### config.mk
export PLATFORM = sky130hd
export DESIGN_NAME = rock_scheduler
export DESIGN_NICKNAME = d
export VERILOG_FILES = /design/src/rtl/rock_pkg.sv /design/src/rtl/hold_timer.sv /design/src/rtl/rock_scheduler.sv
export SDC_FILE = /design/constraint.sdc
export NUM_CORES = 1
export LEC_CHECK = 0
export CAP_MARGIN = 20
export CELL_PAD_IN_SITES_DETAIL_PLACEMENT = 0
export CELL_PAD_IN_SITES_GLOBAL_PLACEMENT = 1
export CORE_ASPECT_RATIO = 0.9
export CORE_MARGIN = 10
export CORE_UTILIZATION = 44
export CTS_CLUSTER_SIZE = 24
export DETAILED_ROUTE_END_ITERATION = 16
export GPL_TIMING_DRIVEN = 0
export PLACE_DENSITY_LB_ADDON = 0.2
export SLEW_MARGIN = 40
export SYNTH_ARGS = -nofsm -noshare
export SYNTH_HDL_FRONTEND = slang
export SYNTH_SLANG_ARGS = --single-unit
### constraint.sdc
create_clock -name clk -period 2.9 [get_ports clk]
set_input_delay 0.435 -clock clk [delete_from_list [all_inputs] [get_ports clk]]
set_output_delay 0.435 -clock clk [all_outputs]
set_load 0.05 [all_outputs]
### src/rtl/rock_pkg.sv
// Shared types and constants for the rock scheduler.
// Used by rock_scheduler and hold_timer.
package rock_pkg;
  localparam int LEVEL_W        = 3;
  localparam int HOLD_W         = 8;
  localparam int DEF_MAX_LEVEL  = 7;
  localparam int DEF_HOLD_TICKS = 8;
  localparam int DEF_FIX_FREQ   = 3;

  typedef enum logic [2:0] {
    ST_IDLE      = 3'd0,
    ST_RAMP_UP   = 3'd1,
    ST_HOLD      = 3'd2,
    ST_RAMP_DOWN = 3'd3,
    ST_FAULT     = 3'd4
  } state_t;
endpackage

### src/rtl/hold_timer.sv
// Hold countdown: load wins over decrement, saturates at zero.
// zero flags an expired (or never loaded) hold.
module hold_timer
  import rock_pkg::*;
#(
  parameter int HOLD_TICKS = DEF_HOLD_TICKS
) (
  input  logic clk,
  input  logic rst,
  input  logic load,
  input  logic dec,
  output logic zero
);
  localparam logic [HOLD_W-1:0] RELOAD = HOLD_W'(HOLD_TICKS);
  localparam logic [HOLD_W-1:0] ONE    = HOLD_W'(1);

  logic [HOLD_W-1:0] cnt;

  always_ff @(posedge clk) begin
    if (rst) begin
      cnt <= '0;
    end else if (load) begin
      cnt <= RELOAD;
    end else if (dec && cnt != '0) begin
      cnt <= cnt - ONE;
    end
  end

  assign zero = (cnt == '0);
endmodule

### src/rtl/rock_scheduler.sv
// Rock cycle scheduler: ramp amp up, hold, ramp down, fault on error.
// Define ROCK_FREQ_TRACK_EN to make freq follow amp instead of FIX_FREQ.
module rock_scheduler
  import rock_pkg::*;
#(
  parameter int MAX_LEVEL  = DEF_MAX_LEVEL,
  parameter int HOLD_TICKS = DEF_HOLD_TICKS,
  parameter int FIX_FREQ   = DEF_FIX_FREQ
) (
  input  logic               clk,
  input  logic               extReset,
  input  logic               slow,
  input  logic               stressTick,
  input  logic               stressLaag,
  input  logic               errorIn,
  output logic [LEVEL_W-1:0] amp,
  output logic [LEVEL_W-1:0] freq,
  output logic               busy,
  output logic               fault
);
  localparam logic [LEVEL_W-1:0] TOP = LEVEL_W'(MAX_LEVEL);
  localparam logic [LEVEL_W-1:0] ONE = LEVEL_W'(1);

  state_t             state;
  state_t             state_n;
  logic [LEVEL_W-1:0] lvl;
  logic [LEVEL_W-1:0] lvl_n;
  logic [LEVEL_W-1:0] freq_n;
  logic               load;
  logic               dec;
  logic               zero;
  logic               stress_hi;

  assign stress_hi = stressTick & ~stressLaag;
  assign dec       = slow && (state == ST_HOLD);

  hold_timer #(
    .HOLD_TICKS(HOLD_TICKS)
  ) u_hold (
    .clk (clk),
    .rst (extReset),
    .load(load),
    .dec (dec),
    .zero(zero)
  );

  always_comb begin
    state_n = state;
    lvl_n   = lvl;
    load    = 1'b0;
    if (errorIn) begin
      state_n = ST_FAULT;
      lvl_n   = '0;
    end else begin
      unique case (state)
        ST_IDLE: begin
          lvl_n = '0;
          if (stress_hi) state_n = ST_RAMP_UP;
        end
        ST_RAMP_UP: begin
          if (slow) begin
            if (lvl >= TOP - ONE) begin
              lvl_n   = TOP;
              state_n = ST_HOLD;
              load    = 1'b1;
            end else begin
              lvl_n = lvl + ONE;
            end
          end
        end
        ST_HOLD: begin
          // expiry samples stressLaag even without a tick
          if (zero) begin
            if (stressLaag) state_n = ST_RAMP_DOWN;
            else            load    = 1'b1;
          end
          if (stress_hi) load = 1'b1;
        end
        ST_RAMP_DOWN: begin
          if (stress_hi) begin
            state_n = ST_RAMP_UP;
          end else if (slow) begin
            if (lvl <= ONE) begin
              lvl_n   = '0;
              state_n = ST_IDLE;
            end else begin
              lvl_n = lvl - ONE;
            end
          end
        end
        ST_FAULT: begin
          lvl_n = '0;
          if (slow) state_n = ST_IDLE;
        end
        default: begin
          state_n = ST_IDLE;
          lvl_n   = '0;
        end
      endcase
    end
  end

`ifdef ROCK_FREQ_TRACK_EN
  assign freq_n = lvl_n;
`else
  localparam logic [LEVEL_W-1:0] FIXF = LEVEL_W'(FIX_FREQ);
  assign freq_n = (lvl_n != '0) ? FIXF : '0;
`endif

  always_ff @(posedge clk) begin
    if (extReset) begin
      state <= ST_IDLE;
      lvl   <= '0;
      freq  <= '0;
      busy  <= 1'b0;
      fault <= 1'b0;
    end else begin
      state <= state_n;
      lvl   <= lvl_n;
      freq  <= freq_n;
      busy  <= (state_n != ST_IDLE);
      fault <= (state_n == ST_FAULT);
    end
  end

  assign amp = lvl;
endmodule

# Word level (Yosys, flattened, before mapping)
# Cells that the tools add are included.
# Widths: inputs -> output; s select.
# word_totals
reg_bits	19
in_bits	6
# classes
magnitude_cmp	2
n_eq_ne	5
reduce_logical	9
n_addsub	3
n_mux	28
bitwise_logic	2
# ops
cell	count
$mux 3	16
$pmux 3 s5	1
$pmux 3 s3	1
$logic_not 8->1	1
$mux 4	2
$reduce_bool 8->1	1
$sub 8x1->8 const B	1
$eq 3x2->1 const B	2
$eq 3x3->1 const B	2
$mux 1	6
$reduce_bool 3->1	2
$add 3x1->3 const B	1
$eq 3x1->1 const B	1
$ge 3x3->1 const B	1
$le 3x1->1 const B	1
$logic_not 3->1	1
$sub 3x1->3 const B	1
$logic_and 1x1->1	2
$mux 2	1
$pmux 1 s2	1
$reduce_bool 2->1	1
$reduce_or 2->1	1
$and 1x1->1	1
$not 1->1	1

# Longest topological paths before layout
# Gate-level depths: netlist of run 1.
# logic_depth
ltp_word	8
ltp_mapped	7

# Hierarchy
# A second synthesis of run 1 with hierarchy kept.
# hier_totals
hier_cells	132
area_unflattened_um2	1103.6
# by_module_without_submodules
module	seq_area_each_um2	instances	area_each_um2	cells_per_inst
rock_scheduler	180.2	1	648.1	79
hold_timer	160.2	1	455.4	53

# Worst setup path after synthesis of run 1
# Ideal clock, no wire load.
# synth_timing
path_kind	reg-to-reg
start	register lvl[0], in the netlist amp[0]
end	register busy
t_arrival_ns	1.903
required_time_ns	2.773
setup_ns	0.127
stages_incl_launch_ff	7
synth_period_minus_slack_ns	2.030
slack_ns	0.870
path_cell_list	dfxtp_1 -> ha_1 -> o21ba_2 -> nor2_1 -> a31oi_1 -> o21ba_2 -> or3_1
# synth_between
elab_chain_len	7
elab_cells_between_ends	10
cone_classes	2 x order compare; 7 x mux; 1 x reduce/logical
# synth_lines
element	line_no	source
start, declared	rock_scheduler.sv:26	logic [LEVEL_W-1:0] lvl;
start signal, assigned	rock_scheduler.sv:119	lvl <= lvl_n;
$le 3x1->1	rock_scheduler.sv:83	if (lvl <= ONE) begin
$mux 3	rock_scheduler.sv:83	
$mux 3	rock_scheduler.sv:82	end else if (slow) begin
$mux 3	rock_scheduler.sv:80	if (stress_hi) begin
$pmux 3 s5 (*)	rock_scheduler.sv:55	unique case (state)
$mux 3 (*)	rock_scheduler.sv:51	if (errorIn) begin
$reduce_bool 3->1 (*)	rock_scheduler.sv:121	busy <= (state_n != ST_IDLE);
end signal, assigned	rock_scheduler.sv:121	
end, declared	rock_scheduler.sv:18	output logic busy,
# Mark *: on every way between the ends. The rest lies on a longest branch, timed or not.
# A chain may end at the register's enable or synchronous reset.

# Worst setup path in the final report of run 1
# layout_timing
start	register lvl[2], in the netlist amp[2]
end	output amp[2]
# layout_lines
element	line_no	source
end, declared	rock_scheduler.sv:16	output logic [LEVEL_W-1:0] amp,
# No word-level cell between the ends.

==> impl_results.md, run 1 <==
- ANT nets after route: 0
- Worst-case vdd ir drop: 333 uV
- Slew Limit Fails: 0
- Yosys warns: 0
- Outcome: complete, no violations
- Initial Util: 47.6%
- Die boundary height: 66.9 um
- Top_reg_cell synth: dfxtp_1
- Multiplexer share of the synthesized area: 0%
- ANT cells: 0
- Multi-input gate area: 659 sq um
- Hold_buf cts: 0
- Cells after synthesis: 123
- Final core utilization: 55.6%
- IO buf count: 12
- Global-route wire length before repair: 3.89 mm
- Time the worst path needs with I/O delays and setup: 2.07 ns
- Critical path launch point type: register
- Top post-synthesis cells by count: dfxtp_1, nor2_1, nand2_1
- Adder-cell share of the synthesized area: 6.97%
- Setup CP Type: reg2out
- I/O Pins: 14
- Ys async rst share: 0%
- Slowest CP cell: clkdlybuf4s50_1
- Synth Area in Simple Gates: 23.8%
- Core area: 2260 sq um
- Later-pin clock latency in the skew report: 0.28 ns
- CTS tree: done
- # Post-CTS Setup Buffers: 0
- WL/cell: 13.9 um
- Clock transition at path regs: 0.09 ns
- Die W: 72.2 um
- Cell family with most CP delay: buffers and inverters
- FILL cells: 211
- Num CTS Buffers: 3
- EDFF count, synth: 0
- Fmax: 0.484 GHz
- Final Worst Setup Slack: 0.835 ns
- Top post-synthesis cells by area: dfxtp_1, ha_1, nor2_1
- Global Route Usage Sum: 9.68%
- Post-Syn Area: 1080 sq um
- Vias per std cell: 5.52
- Site Rows: 16
- Final nets: 152
- Largest net degree at the start of global routing: 11
- Clk root buf: clkbuf_4
- CP max stage delay: 0.86 ns
- Leak pwr: 0.455 nW
- Initial drt markers: 55
- Period utilization: 71.2%
- H-tree Lvls: 1
- Critical path cell sequence: clkdlybuf4s50_1
- Via count: 917
- Routability cong.: 0.872
- DRC viols: 0
- Synth area leader: dfxtp_1
- Place WS: 0.660 ns
- # Max-Cap Violations: 0
- Max_slew headroom: 58.3%
- Syn_nets: 135
- Buf/Inv on CP: 1
- Final TNS setup: 0 ns
- DR pass1 iterations: 4
- FF+latch count, synth: 17
- WL final: 2.30 mm
- Detailed placement HPWL: 1.84 mm
- Register area share after synthesis: 31.6%
- Number of global-route vias before repair: 844
- Post-synthesis compound-gate area fraction: 24.4%
- Synth-to-layout area growth: 16.7%
- Count leader, synth: dfxtp_1
- Post-CTS sizing: 0
- Antenna violations before repair: 0
- RSZ-0062 raised after global routing: no
- Crit path DAT: 1.63 ns
- Fin. Hold Viols: 0
- Clock Skew: 0.00441 ns
- Final setup vio count: 0
- HP Class: reg2reg
- Critical path peak fanout: 7
- Share of the synthesized area in the top cell type: 31.6%
- Layout cells sized above 1: 12.9%
- Worst EP required: 2.47 ns
- Crit. End Element: output port
- Clk sinks: 17
- Bufs on Longest Clock Path: 2
- Grt ovf: 0
- Die ar.: 4830 sq um
- Power Density: 328 nW/um^2
- Syn Area/Cell: 8.76 sq um
- Count of different cell masters after synthesis: 44
- Register area: 340 sq um
- Largest family of logic cells by synthesized area: compound AO/OA/AOI/OAI gates
- Synth Area in XOR/XNOR: 5.69%
- Worst slew pin tran: 0.624 ns
[cells by family (layout without fill, tap and decap cells)]
group,count (synthesis),in the layout
and+or+nand+nor,44,44
AOI/OAI and AO/OA,33,33
DFF,17,17
buffers and inverters,15,31
xor gates and xnor gates,7,7
adders and majority gates,6,6
other,1,1
[worst paths after layout]
check,from,end,slack (ns),cells past startpoint
min,u_hold.cnt[1],u_hold.cnt[1],0.52,2
max reg2reg,u_hold.cnt[0],u_hold.cnt[0],0.94,7
max,amp[2],amp[2],0.83,1
min reg2reg,u_hold.cnt[1],u_hold.cnt[1],0.52,2
[layer usage]
metal  vias to the layer above  track usage [%]  wire, um
met3                         2             4.15       143
met1                       430             12.7      1190
met4                         0             1.69         9
li1                        466                -         -
met5                         -                0         0
met2                        19             14.4       962
[cell type report]
cell class,instances,area share (%)
tap,27,2.69
timing repair buffer,12,9.55
sequential,17,27.1
inverter,9,2.69
multi-input combinational,91,52.4
buffer,6,3.48
clock buffer,4,2.09
[sequential cells by signal (all words and copies together) (netlist names)]
name	cells
state	3
fault	1
freq	1
u_hold.cnt	8
busy	1
amp	3
[stage by stage]
stage                     instances  hold WS, ns  cell area [sq um]  total power, mW
after detailed placement        162        0.514               1230            0.297
final                           166        0.523               1260            0.413
after CTS                       166        0.525               1260            0.417
after floorplan                 123        0.480               1080            0.277
after global routing            166        0.560               1260            0.431
after global placement          162        0.498               1230            0.296
[where the power goes]
part,switching [mW],internal (mW),total [mW],leakage [nW]
clock network,0.0680,0.0534,0.121,0.0150
registers,0.00135,0.237,0.238,0.138
logic,0.0310,0.0223,0.0533,0.302
total,0.100,0.312,0.413,0.455
[cell usage in the layout, fill, tap and decap left out, types with 3 or more instances in the layout]
cell             instances
dfxtp_1                 17
nor2_1                  16
clkdlybuf4s50_1         12
nand2_1                 11
inv_1                    8
ha_1                     6
a31oi_1                  5
xor2_1                   4
buf_4                    3
o21ai_0                  3
xnor2_1                  3
a211oi_1                 3
or3_1                    3
a21oi_1                  3
clkbuf_4                 3
(Power assumes the default switching activity.)
==> run 2: changes to the inputs <==
Settings changed: CORE_UTILIZATION 44 to 40.
Clock period 2.9 ns to 2 ns, I/O delays scaled along.
==> impl_results.md, run 2 (synthesized netlist as in run 1, its figures left out) <==
- Bufs on Longest Clock Path: 2
- Detailed placement HPWL: 1.84 mm
- Clock transition at path regs: 0.10 ns
- Power Internal: 0.453 mW
- R2r endpoint: busy
- Final nets: 152
- Worst-case vdd ir drop: 252 uV
- Worst slew pin tran: 0.554 ns
- R2R Setup Slk: 0.16 ns
- Site Rows: 17
- Most frequent cells in the layout: nor2_1, dfxtp_1, clkdlybuf4s50_1
- Global-route wire length before repair: 4.13 mm
- Critical path peak fanout: 8
- Fmax: 0.516 GHz
- Period utilization: 96.8%
- Critical Path End: amp[1]
- Vias per std cell: 5.65
- Combinational share of power: 12.6%
- I/O Pins: 14
- Setup CP Type: reg2out
- Worst EP required: 1.70 ns
- ANT cells: 0
- H-tree Lvls: 1
- Largest net degree at the start of global routing: 11
- Num CTS Buffers: 3
- Routability cong.: 0.856
- Global Route Usage Sum: 9.83%
- Power Density: 484 nW/um^2
- WL final: 2.37 mm
- Max_slew headroom: 62.7%
- Clk sinks: 17
- CTS tree: done
- Slowest CP cell: clkdlybuf4s50_1
- Fin. Hold Viols: 0
- Time the worst path needs with I/O delays and setup: 1.94 ns
- Crit. End Element: output port
- Outcome: complete, no violations
- Sw frac: 26.2%
- Crit path DAT: 1.64 ns
- Sequential share of power: 56.2%
- Core area: 2510 sq um
- R2R Path Start: amp[1]
- Buf/Inv on CP: 1
- Synth-to-layout area growth: 17.9%
- Net switching power figure: 0.161 mW
- Hold_buf cts: 0
- Final core utilization: 50.6%
- Critical path launch point type: register
- Clock Skew: 0.00266 ns
- Die W: 74.7 um
- IO buf count: 12
- WL/cell: 14.2 um
- DR pass1 iterations: 4
- Total power draw: 0.614 mW
- R2R cell count: 7
- RSZ-0062 raised after global routing: no
- CP max stage delay: 0.86 ns
- Leak pwr: 0.458 nW
- Via count: 944
- Antenna violations before repair: 0
- Layout cells sized above 1: 15.1%
- Post-CTS sizing: 1
- Critical path cell sequence: clkdlybuf4s50_1
- # Post-CTS Setup Buffers: 0
- Die ar.: 5170 sq um
- Clk root buf: clkbuf_4
- CP Launch Point: amp[1]
- # Max-Cap Violations: 0
- Clock share of power: 31.2%
- ANT nets after route: 0
- Final setup vio count: 0
- DRC viols: 0
- Number of global-route vias before repair: 902
- Slew Limit Fails: 0
- Grt ovf: 0
- Max reg flops: 8
- Later-pin clock latency in the skew report: 0.30 ns
- Initial drt markers: 62
- HP Class: reg2reg
- Initial Util: 42.9%
- Cell family with most CP delay: buffers and inverters
- Largest Register: u_hold.cnt
- Die boundary height: 69.2 um
- Critical path depth: 1
run 2: cell counts in the layout (fill, tap and decap cells not counted):
Identical to the previous run, type by type.
run 2: stage by stage:
step / area (sq um) / cells / worst slack, ns / setup TNS, ns / hold WS (ns)
final: 1270 / 167 / 0.0632 / 0 / 0.532
after detailed placement: 1230 / 163 / -0.0889 / -0.196 / 0.507
after floorplan: 1080 / 123 / 0.0209 / 0 / 0.372
after global placement: 1230 / 163 / -0.0840 / -0.154 / 0.496
after global routing: 1270 / 167 / 0.00296 / 0 / 0.575
after CTS: 1260 / 167 / 0.0526 / 0 / 0.530
run 2: worst min path at each step:
stage / to / start / cells past startpoint / slack [ns]
3_3_place_gp: u_hold.cnt[6] / u_hold.cnt[6] / 2 / 0.50
5_1_grt: u_hold.cnt[6] / u_hold.cnt[6] / 2 / 0.57
6_report: u_hold.cnt[1] / u_hold.cnt[1] / 2 / 0.53
2_1_floorplan: u_hold.cnt[3] / extReset / 1 / 0.37
3_5_place_dp: u_hold.cnt[7] / u_hold.cnt[7] / 2 / 0.51
4_1_cts: u_hold.cnt[6] / u_hold.cnt[6] / 2 / 0.53
run 2: metal layers:
metal  vias to the layer above  routed length (um)  global-route usage (%)
met4                         0                  51                    5.00
met2                        45                 960                    13.4
met3                         5                 232                    2.85
met5                         -                   0                       0
li1                        469                   -                       -
met1                       425                1120                    13.3
run 2: cell type report:
class,instances,area (sq um)
Fill cell,250,1240
Multi-Input combinational cell,91,669
Sequential cell,17,342
Timing Repair Buffer,12,120
Buffer,6,43.8
Tap cell,28,35.0
Inverter,9,33.8
Clock buffer,4,26.3
run 2: power groups by stage:
stage	clock (mW)	sequential [mW]	combinational, mW
detailed placement	0	0.353	0.0772
global route	0.216	0.346	0.0846
CTS	0.200	0.345	0.0774
finish	0.192	0.345	0.0775
global placement	0	0.353	0.0769
floorplan	0	0.363	0.0385
